$ cat config.mk
export PLATFORM = sky130hd
export DESIGN_NAME = fetch_unit_flat
export DESIGN_NICKNAME = d
export VERILOG_FILES = /design/src/rtl/fetch_unit_if.sv /design/src/rtl/fetch_unit.sv /design/src/flat_wrapper.sv
export SDC_FILE = /design/constraint.sdc
export NUM_CORES = 1
export LEC_CHECK = 0
export CORE_MARGIN = 2
export CORE_UTILIZATION = 40
export CTS_CLUSTER_DIAMETER = 150
export CTS_CLUSTER_SIZE = 8
export DETAILED_ROUTE_END_ITERATION = 16
export HOLD_SLACK_MARGIN = 0.03
export PLACE_DENSITY = 0.66
export SLEW_MARGIN = 40
export SYNTH_ARGS = -nofsm -noshare
export SYNTH_HDL_FRONTEND = slang
export SYNTH_SLANG_ARGS = --single-unit
$ cat constraint.sdc
create_clock -name clk -period 2.4 [get_ports clk]
set_input_delay 0.6 -clock clk [delete_from_list [all_inputs] [get_ports clk]]
set_output_delay 0.6 -clock clk [all_outputs]
set_load 0.01 [all_outputs]
$ cat src/rtl/fetch_unit_if.sv
// Fetch-stage bus bundle: instruction memory read port, redirect input from
// execute, and the valid/ready instruction stream to decode.
interface fetch_unit_if;
    logic [31:0] imem_addr;
    logic        imem_rd_en;
    logic [31:0] imem_instr;
    logic        redirect_valid;
    logic [31:0] redirect_pc;
    logic        out_valid;
    logic        out_ready;
    logic [31:0] out_instr;
    logic [31:0] out_pc;
    logic        misalign_err;

    modport master (
        output imem_addr, imem_rd_en, out_valid, out_instr, out_pc, misalign_err,
        input  imem_instr, redirect_valid, redirect_pc, out_ready
    );

    modport slave (
        input  imem_addr, imem_rd_en, out_valid, out_instr, out_pc, misalign_err,
        output imem_instr, redirect_valid, redirect_pc, out_ready
    );
endinterface

$ cat src/rtl/fetch_unit.sv
// Instruction fetch: PC register, zero-wait-state imem issue, skid FIFO of
// {pc, instr} toward decode, and flush-on-redirect from execute.
module fetch_unit #(
    parameter logic [31:0] RESET_PC   = 32'h0000_0000,
    parameter int          ADDR_W     = 10,
    parameter int          FIFO_DEPTH = 2
) (
    input  logic         clk,
    input  logic         rst,
    fetch_unit_if.master bus
);
    localparam int PW = $clog2(FIFO_DEPTH);
    localparam int CW = PW + 1;

    logic [31:0]                  fetch_pc;
    logic [FIFO_DEPTH-1:0][31:0]  fifo_instr;
    logic [FIFO_DEPTH-1:0][31:0]  fifo_pc;
    logic [PW-1:0]                rd_ptr;
    logic [PW-1:0]                wr_ptr;
    logic [CW-1:0]                count;
    logic                         misalign_q;

    logic pop;
    logic issue;

    // Redirect wins over everything: no pop and no issue in that cycle.
    assign pop   = bus.out_valid & bus.out_ready & ~bus.redirect_valid;
    assign issue = ~rst & ~bus.redirect_valid & ((count < CW'(FIFO_DEPTH)) | pop);

    assign bus.imem_rd_en   = issue;
    assign bus.imem_addr    = {{(32-ADDR_W){1'b0}}, fetch_pc[ADDR_W+1:2]};
    assign bus.out_valid    = (count != '0);
    assign bus.out_instr    = fifo_instr[rd_ptr];
    assign bus.out_pc       = fifo_pc[rd_ptr];
    assign bus.misalign_err = misalign_q;

    always_ff @(posedge clk) begin
        if (rst) begin
            fetch_pc   <= RESET_PC;
            fifo_instr <= '0;
            fifo_pc    <= '0;
            rd_ptr     <= '0;
            wr_ptr     <= '0;
            count      <= '0;
            misalign_q <= 1'b0;
        end else if (bus.redirect_valid) begin
            fetch_pc   <= {bus.redirect_pc[31:2], 2'b00};
            rd_ptr     <= '0;
            wr_ptr     <= '0;
            count      <= '0;
            misalign_q <= (bus.redirect_pc[1:0] != 2'b00);
        end else begin
            misalign_q <= 1'b0;
            // Memory returned the word at this edge, so capture it alongside its PC.
            if (issue) begin
                fifo_instr[wr_ptr] <= bus.imem_instr;
                fifo_pc[wr_ptr]    <= fetch_pc;
                wr_ptr             <= wr_ptr + PW'(1);
                fetch_pc           <= fetch_pc + 32'd4;
            end
            if (pop)
                rd_ptr <= rd_ptr + PW'(1);
            case ({issue, pop})
                2'b10:   count <= count + CW'(1);
                2'b01:   count <= count - CW'(1);
                default: count <= count;
            endcase
        end
    end
endmodule
$ cat src/flat_wrapper.sv
// flat-port wrapper written by rule: the top's interface ports become plain ports
module fetch_unit_flat 
#(
    parameter logic [31:0] RESET_PC   = 32'h0000_0000,
    parameter int          ADDR_W     = 10,
    parameter int          FIFO_DEPTH = 2
)
  (clk, rst, bus_imem_addr, bus_imem_rd_en, bus_out_valid, bus_out_instr, bus_out_pc, bus_misalign_err, bus_imem_instr, bus_redirect_valid, bus_redirect_pc, bus_out_ready);
  fetch_unit_if bus_i ();
  input  logic clk;
  input  logic rst;
  output wire logic [$bits(bus_i.imem_addr)-1:0] bus_imem_addr;
  output wire logic [$bits(bus_i.imem_rd_en)-1:0] bus_imem_rd_en;
  output wire logic [$bits(bus_i.out_valid)-1:0] bus_out_valid;
  output wire logic [$bits(bus_i.out_instr)-1:0] bus_out_instr;
  output wire logic [$bits(bus_i.out_pc)-1:0] bus_out_pc;
  output wire logic [$bits(bus_i.misalign_err)-1:0] bus_misalign_err;
  input wire logic [$bits(bus_i.imem_instr)-1:0] bus_imem_instr;
  input wire logic [$bits(bus_i.redirect_valid)-1:0] bus_redirect_valid;
  input wire logic [$bits(bus_i.redirect_pc)-1:0] bus_redirect_pc;
  input wire logic [$bits(bus_i.out_ready)-1:0] bus_out_ready;
  assign bus_imem_addr = bus_i.imem_addr;
  assign bus_imem_rd_en = bus_i.imem_rd_en;
  assign bus_out_valid = bus_i.out_valid;
  assign bus_out_instr = bus_i.out_instr;
  assign bus_out_pc = bus_i.out_pc;
  assign bus_misalign_err = bus_i.misalign_err;
  assign bus_i.imem_instr = bus_imem_instr;
  assign bus_i.redirect_valid = bus_redirect_valid;
  assign bus_i.redirect_pc = bus_redirect_pc;
  assign bus_i.out_ready = bus_out_ready;
  fetch_unit #(.RESET_PC(RESET_PC), .ADDR_W(ADDR_W), .FIFO_DEPTH(FIFO_DEPTH)) u_core (.clk(clk), .rst(rst), .bus(bus_i));
endmodule
* Yosys cells after proc, flatten, opt, wreduce, memory -nomap -nowiden
Cells that the tools add are included.
Storage, ports and cells: flip-flop bits (word level) 165, logic and storage cells 47
Operators by class: $add $sub $neg 5, order comparisons 4, equality and inequality tests 2, multiplexer cells 11, bitwise operators 7, reductions and logical operators 8
Operator list (number):
- 2-to-1 mux 32 bit | 7
- bitwise mux 64 bit | 2
- adder 32 x 3 -> 32 bit, second input constant | 1
- demux 32 bit (select 1 bit) | 1
- nonzero test 2 bit | 4
- bitwise AND 1 bit | 4
- less-than comparator 1 x 2 -> 1 bit, second input constant | 2
- case mux 2 bit (2 select lines) | 1
- OR reduction 2 bit | 2
- adder 1 bit, second input constant | 2
- adder 2 x 1 -> 2 bit, second input constant | 1
- == test 2 x 1 -> 1 bit, second input constant | 1
- == test 2 bit, second input constant | 1
- less-than comparator 2 bit, second input constant | 1
- inverter 1 bit | 2
- AND reduction 2 bit | 1
- subtractor 2 x 1 -> 2 bit, second input constant | 1
- >= comparator 1 bit, second input constant | 1
- logical AND 1 bit | 1
- OR 1 bit | 1

* Depth between registers and ports, before layout
depth after elaboration 7, mapped depth 8, gate-level depth less buffers 7

* Worst setup path after synthesis
OpenSTA, ideal clock, no wires.
path kind input to register, start point input bus_redirect_valid, end point register u_core.fifo_instr[31] (netlist bit), arrival time 1.882 ns, slack 0.386 ns, stages on the path 8, path buffers 4, cell sequence buf_6 > or2_2 > clkbuf_1 > or3_1 > clkbuf_1 > buf_2 > nand2_1 > a21oi_1
Between the ends: cells in the longest elaborated chain, start to end 5
Ends and longest elaborated chain:
- start: declaration | line flat_wrapper.sv:19 | input wire logic [$bits(bus_i.redirect_valid)-1:0] bus_redirect_valid;
- inverter 1 bit (no line) (*)
- bitwise AND 1 bit | line fetch_unit.sv:27 | assign pop = bus.out_valid & bus.out_ready & ~bus.redirect_valid;
- OR 1 bit | line fetch_unit.sv:28 | assign issue = ~rst & ~bus.redirect_valid & ((count < CW'(FIFO_DEPTH)) | pop);
- bitwise AND 1 bit | line fetch_unit.sv:28
- AND reduction 2 bit (no line) (*)
- end signal: indexed assignment | line fetch_unit.sv:56 | fifo_instr[wr_ptr] <= bus.imem_instr;
- end: declaration | line fetch_unit.sv:16 | logic [FIFO_DEPTH-1:0][31:0] fifo_instr;
Every way passes the cells marked *; elsewhere a longest branch is shown, timed or not. A chain may end at the register's enable or synchronous reset.

* Worst setup path in the final report
start point input bus_out_ready, end point output bus_imem_rd_en
Between the ends: cells in the longest elaborated chain, start to end 4
Ends and longest elaborated chain:
- start: declaration | line flat_wrapper.sv:21 | input wire logic [$bits(bus_i.out_ready)-1:0] bus_out_ready;
- bitwise AND 1 bit (2 in series) | line fetch_unit.sv:27
- OR 1 bit | line fetch_unit.sv:28
- bitwise AND 1 bit | line fetch_unit.sv:28
- end: declaration | line flat_wrapper.sv:13 | output wire logic [$bits(bus_i.imem_rd_en)-1:0] bus_imem_rd_en;
No other way between the ends.

==> impl_metrics.ini <==
[status]
status = completed

[sta]
final.setup.tns_ns = 0
fin_skew_ns = 0.0109
relSlewSlack_pct = 50.2
rsz0062_at_grt = no
max_clock_freq_mhz = 431
period_minus_slack_ns = 2.32
min_period_over_period_pct = 96.6
fin_ws_ns = 0.0810
maxSlewViolCount = 0
tightest_slew_ns = 0.747
finalSetupViolCount = 0
final-hold-violation-count = 0

[synth]
synth.top_cells.by_area = dfxtp_1 43%, nand2_1 14%, mux2_2 9.5%
ys_ff_latch = 159
synth-main-ff-cell = dfxtp_1
yosys.area.top_type_share_pct = 43.5
ys_seq_area_share_pct = 43.5
synth.avg_cell_area_um2 = 8.00
ys_warn_count = 0
yosysMostFrequentCell = nand2_1
synth_commonest_cells = 271 x nand2_1, 159 x dfxtp_1, 137 x a21oi_1, 62 x mux2_2, 41 x clkbuf_1
synth_area_leader_cell = dfxtp_1
netlist_area_um2 = 7330
synth-edff-count = 0
ys_types = 55
async_flop_share_pct = 0
syn_inst = 916

[clock_network]
cts.sinks = 159
htree_levels = 4
cts_tree = done
numCtsBuffers = 17
clk_pin_slew_ns = 0.06
cts_setup_buffers = 0
cts-root-buf = clkbuf_16
clk_latency_ns = 0.43
clock_path_buffers = 2
holdBufCountCts = 0

[critical_path]
slowest_stage = clkdlybuf4s50_1
critPathArrivalTime_ns = 1.72
cp_top_family = buffers and inverters
end_kind = output port
start_kind = input port
critPathRequiredTime_ns = 1.80
crit_type = input port to output port
crit_path_max_fanout = 2
path_buf_inv = 3
critPathMaxStageDelay_ns = 0.49
path_cells = clkdlybuf4s50_1 > nand2b_1 > nand2_1 > inv_2 > dlygate4sd2_1

[flow_run]
cap_violations = 0

[drt]
via_per_inst = 5.18
drc = 0
ant_nets = 0
vias = 6641
wl_per_cell_um = 15.6
drtIter0Drc = 545
firstDrtPassIters = 5
wl_um = 20100

[floorplanning]
dieArea_um2 = 19400
num_io_pins = 167
core_um2 = 18000
initial_core_util_pct = 40.8
die_y_um = 139
die_w_um = 139
rows = 49

[cells_and_area]
n_antenna_cell = 0
fin_nets = 1110
drive_gt1_share_pct = 14.6
num-fill-cells = 1743
syn_to_final_growth_pct = 30.8

[placement]
place_ws_ns = -0.197
portBuffers = 142
gp_congestion = 0.890
dp_hpwl_um = 13200

[power]
p_total_uw = 6240
max-vdd-ir-drop_mv = 0.498
leakage_uw = 0.00373
powerDensity_nw_per_um2 = 652

[global_routing]
grt_start_max_net_pins = 98
antenna_found_initial = 0
grt_use_total_pct = 20.5
grt_pass1_wl_um = 32100
grt_overflow = 0
grt_pass1_vias = 6280

[min_path]
hold_path.class = flop to flop
-- worst min-delay path, cell delays in order, from the launching register on --
cell     delay (ns)
dfxtp_1        0.31
nand2_1        0.05
a21oi_1        0.05
-- power by group --
part           internal [µW]  switching, µW  leakage (µW)  total (µW)
sequential              2730           80.9       0.00130        2810
clock                   1640           1130      0.000283        2770
combinational            322            341       0.00215         662
total                   4690           1560       0.00373        6240
-- what timing repair did --
item / CTS / global route
endpoints found under the setup margin: 63 / 1
pin swaps: 0 / 0
resized for setup: 66 / 1
endpoints found under the hold margin: 0 / 0
cloned: 1 / 0
-- registers in the layout, indices dropped and copies added (netlist names) --
| register | flops |
|---|---|
| u_core.fifo_instr | 64 |
| u_core.fifo_pc | 60 |
| u_core.fetch_pc | 30 |
| u_core.count | 2 |
| u_core.bus.misalign_err | 1 |
| u_core.rd_ptr | 1 |
| u_core.wr_ptr | 1 |
-- cells by family (layout without fill, tap and decap cells) --
kind of cell | after synthesis | in the layout | share of synthesized area [%]
other | 1 | 24 | 0.0512
adders and majority gates | 2 | 2 | 0.342
and+or+nand+nor | 382 | 382 | 22.5
DFF | 159 | 159 | 43.5
xor gates and xnor gates | 17 | 17 | 2.03
AOI/OAI and AO/OA | 184 | 184 | 14.1
muxes | 63 | 63 | 9.67
buffers and inverters | 108 | 222 | 7.84
-- path summary, 6_finish.rpt --
path,from,endpoint,slack (ns),cells past startpoint
worst max-delay path,bus_out_ready,bus_imem_rd_en,0.08,5
worst min-delay path,u_core.fifo_instr[36],u_core.fifo_instr[36],0.45,2
worst max register to register,u_core.fetch_pc[2],u_core.fetch_pc[24],0.31,6
worst min register to register,u_core.fifo_instr[36],u_core.fifo_instr[36],0.45,2
-- metrics by stage --
step           instance area (µm²)  std cells  hold WS (ns)  util (%)
5_1_grt                       9580       1282         0.470      53.3
6_report                      9580       1282         0.452      53.3
3_5_place_dp                  9030       1249         0.443      50.3
2_1_floorplan                 7410        939         0.433         -
4_1_cts                       9580       1282         0.451      53.3
3_3_place_gp                  9030       1249         0.438      50.3
-- layer usage --
metal / GRT usage [%] / part of all wire (%) / wire, µm
met1: 27.3 / 46 / 9200
met4: 8.61 / 2.7 / 550
met5: 0 / 0 / 0
met3: 4.23 / 5.8 / 1160
met2: 32.2 / 46 / 9150
-- placed cells by master, fill, tap and decap left out, drive strengths merged, types with 3 or more instances in the layout --
| cell | instances |
|---|---|
| dlygate4sd2 | 64 |
| and2 | 4 |
| xnor2 | 9 |
| nand2 | 271 |
| and4 | 3 |
| and3 | 6 |
| nor2 | 39 |
| dfxtp | 159 |
| a311oi | 4 |
| o22ai | 3 |
| bufinv | 3 |
| a211oi | 13 |
| o21ai | 10 |
| a2111oi | 3 |
| xor2 | 8 |
| a21oi | 137 |
| nand3 | 14 |
| clkdlybuf4s50 | 77 |
| conb | 24 |
| nand4 | 14 |
| nor3 | 11 |
| clkinv | 7 |
| nor4 | 7 |
| clkbuf | 19 |
| nor2b | 4 |
| or3 | 4 |
| inv | 5 |
| clkinvlp | 3 |
| buf | 44 |
| mux2 | 62 |
-- layout make-up --
type | count | area (µm²) | share of cell area (%)
clock buffer | 19 | 433 | 4.52
clock inverter | 13 | 166 | 1.74
inverter | 5 | 18.8 | 0.196
multi-input combinational | 672 | 3670 | 38.3
sequential | 159 | 3190 | 33.3
tap | 229 | 287 | 2.99
timing repair buffer | 185 | 1820 | 19.0
Power figures use the tool's default switching activity.
